[config.mk]
export PLATFORM = sky130hd
export DESIGN_NAME = multi_word_add_seq
export DESIGN_NICKNAME = d
export VERILOG_FILES = /design/src/rtl/multi_word_add_seq.sv
export SDC_FILE = /design/constraint.sdc
export NUM_CORES = 1
export LEC_CHECK = 0
export BUFFER_PORTS_ARGS = -buffer_cell sky130_fd_sc_hd__buf_2
export CAP_MARGIN = 10
export CORE_MARGIN = 5
export CORE_UTILIZATION = 50
export DETAILED_ROUTE_END_ITERATION = 8
export HOLD_SLACK_MARGIN = 0.03
export PLACE_DENSITY = 0.77
export SETUP_SLACK_MARGIN = 0.2
export SLEW_MARGIN = 10
export SYNTH_ARGS = -nofsm -noshare
export SYNTH_HDL_FRONTEND = slang
export SYNTH_SLANG_ARGS = --single-unit
[constraint.sdc]
create_clock -name clk -period 2.6 [get_ports clk]
set_clock_uncertainty 0.15 [all_clocks]
set_input_delay 0.65 -clock clk [delete_from_list [all_inputs] [get_ports clk]]
set_output_delay 0.65 -clock clk [all_outputs]
set_load 0.01 [all_outputs]
[src/rtl/multi_word_add_seq.sv]
// multi_word_add_seq: adds two W-bit operands (W = N*WORDS) one N-bit word per
// cycle, least significant word first, using an external combinational N-bit
// adder stage driven through add_a/add_b/add_cin and read back on add_sum/add_cout.
//
// Ports:
//   clk       rising-edge clock
//   rst       synchronous active-high reset
//   start     request to add op_a + op_b + cin (accepted only in IDLE)
//   op_a      wide operand A (W bits)
//   op_b      wide operand B (W bits)
//   cin       initial carry-in
//   busy      high while in RUN or DONE
//   done      one-cycle pulse, result/cout valid
//   result    wide sum (W bits), holds its value while idle
//   cout      final carry-out
//   add_a     word to adder A input (N bits)
//   add_b     word to adder B input (N bits)
//   add_cin   carry to adder Cin
//   add_sum   adder Sum, combinational from add_a/add_b/add_cin
//   add_cout  adder Cout, combinational, same cycle

module multi_word_add_seq #(
   parameter int unsigned N     = 8,
   parameter int unsigned WORDS = 4
) (
   input  logic                 clk,
   input  logic                 rst,
   input  logic                 start,
   input  logic [N*WORDS-1:0]   op_a,
   input  logic [N*WORDS-1:0]   op_b,
   input  logic                 cin,
   output logic                 busy,
   output logic                 done,
   output logic [N*WORDS-1:0]   result,
   output logic                 cout,
   output logic [N-1:0]         add_a,
   output logic [N-1:0]         add_b,
   output logic                 add_cin,
   input  logic [N-1:0]         add_sum,
   input  logic                 add_cout
);

   localparam int unsigned W  = N * WORDS;
   localparam int unsigned IW = (WORDS > 1) ? $clog2(WORDS) : 1;
   localparam logic [IW-1:0] LAST_IDX = IW'(WORDS - 1);

   typedef enum logic [1:0] {
      S_IDLE,
      S_RUN,
      S_DONE
   } state_e;

   state_e          state_q;
   logic [W-1:0]    op_a_q;
   logic [W-1:0]    op_b_q;
   logic [W-1:0]    result_q;
   logic [IW-1:0]   idx_q;
   logic            carry_q;
   logic            cout_q;
   logic            busy_q;
   logic            done_q;
   logic [N-1:0]    add_a_q;
   logic [N-1:0]    add_b_q;

   // Word i of a wide vector; i == WORDS yields 0 (shift past the top).
   function automatic logic [N-1:0] word_of(input logic [W-1:0] v, input int unsigned i);
      word_of = N'(v >> (i * N));
   endfunction

   // Adder operands are registered one cycle ahead: they are loaded with the
   // word the next RUN cycle needs, so the adder sees stable register outputs.
   // The carry register doubles as add_cin and is cleared outside RUN.
   always_ff @(posedge clk) begin
      if (rst) begin
         state_q  <= S_IDLE;
         op_a_q   <= '0;
         op_b_q   <= '0;
         result_q <= '0;
         idx_q    <= '0;
         carry_q  <= 1'b0;
         cout_q   <= 1'b0;
         busy_q   <= 1'b0;
         done_q   <= 1'b0;
         add_a_q  <= '0;
         add_b_q  <= '0;
      end else begin
         case (state_q)
            S_IDLE: begin
               if (start) begin
                  op_a_q  <= op_a;
                  op_b_q  <= op_b;
                  carry_q <= cin;
                  idx_q   <= '0;
                  add_a_q <= word_of(op_a, 32'd0);
                  add_b_q <= word_of(op_b, 32'd0);
                  busy_q  <= 1'b1;
                  state_q <= S_RUN;
               end
            end

            S_RUN: begin
               result_q[32'(idx_q) * N +: N] <= add_sum;
               if (idx_q == LAST_IDX) begin
                  // Last word: final carry goes to cout, adder inputs go quiet.
                  cout_q  <= add_cout;
                  carry_q <= 1'b0;
                  idx_q   <= '0;
                  add_a_q <= '0;
                  add_b_q <= '0;
                  done_q  <= 1'b1;
                  state_q <= S_DONE;
               end else begin
                  carry_q <= add_cout;
                  idx_q   <= idx_q + IW'(1);
                  add_a_q <= word_of(op_a_q, 32'(idx_q) + 32'd1);
                  add_b_q <= word_of(op_b_q, 32'(idx_q) + 32'd1);
               end
            end

            S_DONE: begin
               done_q  <= 1'b0;
               busy_q  <= 1'b0;
               state_q <= S_IDLE;
            end

            default: begin
               state_q <= S_IDLE;
            end
         endcase
      end
   end

   assign busy    = busy_q;
   assign done    = done_q;
   assign result  = result_q;
   assign cout    = cout_q;
   assign add_a   = add_a_q;
   assign add_b   = add_b_q;
   assign add_cin = carry_q;

endmodule

==> summary.md, run 1 <==
| Metric | Value |
|---|---|
| DIE HEIGHT | `104 um` |
| # Post-CTS Setup Buffers | `0` |
| Endpoint class of the critical path | `register` |
| Synth Register Bits | `104` |
| Share of layout cells above drive strength 1 | `26.7%` |
| Synth Warn # | `0` |
| Die Span X | `104 um` |
| Ranking of synthesized cells by area | `dfxtp_1, nand2_1, a21oi_1, mux2i_1, nand2b_1` |
| Post-synth EDFFs | `0` |
| GR Util All Layers | `19.5%` |
| CTS Buffer Depth | `2` |
| Synthesized area | `4440 um2` |
| Final antenna-violating net count | `0` |
| Launch point of the worst hold path | `op_a_q[10]` |
| DRC | `0` |
| Sink Count | `104` |
| Top_reg_cell synth | `dfxtp_1` |
| First-pass GRT wire length | `17900 um` |
| Commonest non-fill, non-tap cell in the layout | `buf_2` |
| Unrepaired setup endpoints after global routing | `no` |
| Mean Syn Cell Area | `8.78 um2` |
| Yosys top cell area share | `46.9%` |
| Root Driver | `clkbuf_8` |
| Worst EP required | `2730 ps` |
| Num rows | `34` |
| Routed WL | `10800 um` |
| Final net count | `693` |
| Cell taking the most area after synthesis | `dfxtp_1` |
| Fmax | `471 MHz` |
| Via count | `3901` |
| Hold-fix buffers, CTS | `0` |
| Crit Path Max Fanout | `20` |
| Post-synthesis net count | `589` |
| Total CTS buffers | `9` |
| Setup-failing EPs final | `0` |
| Wire per inst | `14.9 um` |
| Reg2Reg Setup Slack | `480 ps` |
| Die area | `10900 um2` |
| Status | `completed` |
| Post-synthesis sequential area ratio | `46.9%` |
| Vias in the first global route | `3697` |
| Layout area overhead | `17.0%` |
| HPWL Detailed | `7900 um` |
| Tmin final | `2120 ps` |
| FILL cells | `805` |
| Synth async-reset ratio | `0%` |
| CP Class | `register to register` |
| Reg-to-Reg Start | `state_q[0]` |
| Drt pass-1 iters | `5` |
| N_diodes | `0` |
| Leak | `2.25 nW` |
| DRT iter0 DRCs | `340` |
| Clock latency on the worst-skew pair | `360 ps` |
| Yosys cell types | `40` |
| Reg2reg path depth | `4` |
| CTS tree | `done` |
| Post-layout utilization of the core | `59.9%` |
| H-tree levels | `3` |
| Min-delay worst type | `register to register` |
| Post-Synthesis Cells | `506` |
| Startpoint types | `register` |
| Endpoints failing hold | `0` |
| WHS Path Cells | `2` |
| Gpl congestion | `0.847` |
| Final Cycle Share | `81.7%` |
| Clock transition at path regs | `100 ps` |
| Overflow after GRT | `0` |
| Pwr dens | `597 nW/um2` |
| Worst Hold Endpoint | `op_a_q[10]` |
| Post-Route Setup TNS | `0 ps` |
| Critical Path AT | `2260 ps` |
| Post_cts resized | `0` |
| Initial antenna violation count | `0` |
| Pins Over Slew Limit | `0` |
| Starting Density | `51.2%` |
| Port bufs | `128` |
| Ports | `129` |
| Floorplan Core Area | `8680 um2` |
| Vias per cell | `5.40` |
| Worst vdd ir | `0.311 mV` |
| Worst slew pin tran | `698 ps` |
| Commonest cells after routing, fill and taps aside | `buf_2, dfxtp_1, nand2_1` |
| MaxCap Viol Count | `0` |
| R2r endpoint | `add_a[5]` |
| Pin count of the biggest net entering global routing | `54` |
| Rel. slew slack | `53.3%` |
==> layout make-up <==
class                      count  area (um2)  area share (%)
clock buffer                  10         138            2.65
clock inverter                 6        51.3           0.987
inverter                       4        15.0           0.289
multi-input combinational    357        2090            40.2
sequential                   104        2080            40.0
tap                          108         135            2.60
timing repair buffer         134         688            13.2
==> report_power, final <==
part / leakage (nW) / switching [mW] / internal (mW) / total (mW)
Clock: 0.0992 / 0.556 / 0.390 / 0.946
Combinational: 1.30 / 0.258 / 0.182 / 0.440
Sequential: 0.851 / 0.0473 / 1.67 / 1.72
==> worst max-delay path, cell delays in order (launching register included) <==
cell	delay, ps
dfxtp_1	570
inv_2	260
nor3_4	640
a221oi_1	210
nor3_1	210
==> per-layer routing <==
metal  vias to the layer above  global-route usage, %  share of wire, %
li1                       1953                      -                 -
met1                      1787                   25.2                43
met2                       147                   31.5                48
met3                        14                   5.59               7.4
met4                         0                   6.01               1.7
met5                         -                      0                 0
==> per-stage QoR <==
step / hold WS, ps / instance area (um2) / power, mW / worst slack (ps) / instances
3_5_place_dp: 296 / 5010 / 2.20 / 445 / 707
5_1_grt: 330 / 5200 / 3.26 / 245 / 723
4_1_cts: 310 / 5200 / 3.13 / 438 / 723
6_report: 308 / 5200 / 3.11 / 476 / 723
2_1_floorplan: 286 / 4440 / 2.05 / 453 / 506
3_3_place_gp: 293 / 5010 / 2.19 / 479 / 707
==> synth_stat cells (3+ instances only) <==
cell type / count
nand3b_1: 7
nor2_1: 35
buf_4: 8
nor3_4: 3
nand3_1: 9
mux2i_1: 18
ha_1: 6
buf_6: 6
nor3_1: 16
o21ai_0: 7
a22o_1: 14
nand2b_1: 25
nand2_1: 102
inv_1: 3
a21oi_1: 54
buf_2: 18
a22oi_1: 9
o2bb2ai_1: 9
a221oi_1: 16
dfxtp_1: 104
clkbuf_1: 8
o21ai_1: 8
==> how the worst max path moves through the flow <==
stage / startpoint / to / slack [ps]
after detailed placement: start / op_b_q[28] / 440
final: state_q[0] / add_a[5] / 480
after global placement: start / op_a_q[9] / 480
after global routing: state_q[0] / add_a[6] / 240
after CTS: state_q[0] / add_a[5] / 440
after floorplan: idx_q[1] / result[24] / 450
==> logic make-up (layout without fill, tap and decap cells) <==
logic type | after synthesis | count (layout) | share of synthesized area, %
simple gates | 213 | 213 | 23.7
mux | 18 | 18 | 4.06
buf+inv | 45 | 154 | 6.25
compound gates | 120 | 120 | 17.5
fa+ha+maj | 6 | 6 | 1.69
flops | 104 | 104 | 46.9
==> flip-flops by register name (all words and copies together), names as in the netlist <==
name	flops
add_cin	1
done	1
state_q	2
add_a	8
cout	1
op_b_q	24
busy	1
idx_q	2
op_a_q	24
result	32
add_b	8
Note: power is estimated with default switching activity, not from simulation.
==> run 2, diff against run 1 <==
- clock period: 2.6 -> 2.2 ns (I/O delays scaled with it)
==> run 2 against run 1 <==
Worst setup slack worse by 160 ps. Routed wire length grew 1.1%. Sequential cell count stayed put. Clock power rose by 28%. Final area grew 2.1%. First-iteration DRC count is 47% lower. Critical path type unchanged. Worst hold slack worse by 61 ps. Fmax is 13% higher. Count of clock-buffer cells in the layout shrank 1. Sequential share of layout area is 0.81 points lower. Sequential power increased by 18%.
==> summary.md, run 2 (synthesis results as in run 1) <==
| Metric | Value |
|---|---|
| DRT iter0 DRCs | `180` |
| MaxCap Viol Count | `0` |
| Fmax | `531 MHz` |
| Tmin final | `1880 ps` |
| Port bufs | `128` |
| Reg2Reg Setup Slack | `320 ps` |
| HPWL Detailed | `7940 um` |
| Status | `completed` |
| Drt pass-1 iters | `4` |
| Share of layout cells above drive strength 1 | `28.3%` |
| Leak | `2.30 nW` |
| Commonest non-fill, non-tap cell in the layout | `buf_2` |
| M2 GR Usage | `30.9%` |
| Worst slew pin tran | `551 ps` |
| Max FFs per register | `32` |
| Worst EP required | `2300 ps` |
| CTS Buffer Depth | `2` |
| Min-delay worst type | `input port to register` |
| Clock power frac | `32.1%` |
| Clock latency on the worst-skew pair | `370 ps` |
| Pins Over Slew Limit | `0` |
| Wire per inst | `14.9 um` |
| Ports | `129` |
| Reg-to-Reg Start | `idx_q[0]` |
| CTS tree | `done` |
| DRC | `0` |
| Clock transition at path regs | `110 ps` |
| Flop pwr share | `53.7%` |
| Via count | `3972` |
| Crit Path Max Fanout | `18` |
| Initial antenna violation count | `0` |
| Vias per cell | `5.44` |
| Unrepaired setup endpoints after global routing | `yes` |
| Sw Share | `27.5%` |
| Die area | `10900 um2` |
| Post-route setup slack | `317 ps` |
| Area of placed instances | `5100 um2` |
| GR Layer Usage met1 | `24.4%` |
| Final net count | `700` |
| Startpoint types | `register` |
| CP Class | `register to register` |
| Pwr dens | `713 nW/um2` |
| Endpoints failing hold | `0` |
| P_int | `2.75 mW` |
| N_diodes | `0` |
| Worst slack, placed | `312 ps` |
| CP Capture Point | `add_a[7]` |
| Final antenna-violating net count | `0` |
| Die Span X | `104 um` |
| Fin cells | `730` |
| Vias in the first global route | `3743` |
| Endpoint class of the critical path | `register` |
| Total CTS buffers | `9` |
| # Post-CTS Setup Buffers | `0` |
| Worst vdd ir | `0.394 mV` |
| Overflow after GRT | `0` |
| Rel. slew slack | `63.2%` |
| H-tree levels | `3` |
| M3 GR Usage | `4.78%` |
| Pin count of the biggest net entering global routing | `73` |
| Routed WL | `10900 um` |
| Num rows | `34` |
| Logic pwr share | `14.2%` |
| Dpl cells | `714` |
| Commonest cells after routing, fill and taps aside | `buf_2, dfxtp_1, nand2_1` |
| R2r endpoint | `add_a[7]` |
| Starting Density | `51.2%` |
| Layout area overhead | `19.5%` |
| Gpl congestion | `0.866` |
| Setup-failing EPs final | `0` |
| GR Util All Layers | `19.3%` |
| Launch point of the worst hold path | `op_b[18]` |
| DIE HEIGHT | `104 um` |
| Floorplan Core Area | `8680 um2` |
| Cell area after layout | `5310 um2` |
| Final Cycle Share | `85.6%` |
| Root Driver | `clkbuf_8` |
| Tot Pwr | `3.79 mW` |
| Crit path launch | `idx_q[0]` |
| P_sw | `1.04 mW` |
| Post-Route Setup TNS | `0 ps` |
| Critical Path AT | `1980 ps` |
| WHS Path Cells | `3` |
| Global routing's busiest layer | `met2` |
| Sink Count | `104` |
| Reg2reg path depth | `6` |
| First-pass GRT wire length | `17500 um` |
-- run 2: metal layers --
metal	vias up	part of all wire (%)	wire length [um]
met4	0	2.9	311
met1	1851	43	4690
met3	27	6.7	725
li1	1961	-	-
met5	-	0	0
met2	133	47	5160
-- run 2: through the flow --
stage	utilization [%]	hold slack, ps
final	61.2	247
after floorplan	-	286
after global placement	58.7	292
after detailed placement	58.7	297
after global routing	61.2	249
after CTS	61.1	241
-- run 2: cell type report --
class,instances,area [um2]
multi-input cells,357,2110
clock buffers,9,124
clock inverters,7,78.8
well taps,108,135
repair buffers,141,767
inverters,4,15.0
fillers,770,3370
flip-flops and latches,104,2080
-- run 2: timing repair --
item	CTS	global route
endpoints found under the hold margin	0	0
hold buffers	0	0
endpoints found under the setup margin	0	35
gates resized for setup	0	5
-- run 2: worst min-delay path by stage --
stage,endpoint
2_1_floorplan,op_a_q[10]
3_3_place_gp,op_b_q[13]
3_5_place_dp,op_b_q[23]
4_1_cts,op_b_q[18]
5_1_grt,op_a_q[9]
6_report,op_b_q[18]
-- run 2: power groups by stage --
stage | clock (mW) | sequential [mW] | combinational, mW
after global routing | 1.30 | 2.05 | 0.600
final | 1.21 | 2.03 | 0.538
after detailed placement | 0 | 2.08 | 0.538
after floorplan | 0 | 2.08 | 0.354
after global placement | 0 | 2.07 | 0.527
after CTS | 1.23 | 2.03 | 0.541
-- run 2: critical path, stage by stage, from the launching register on --
cell	delay, ps
dfxtp_1	350
buf_4	260
buf_4	270
mux2i_1	240
o21ai_0	100
a221oi_1	300
nor3_1	90
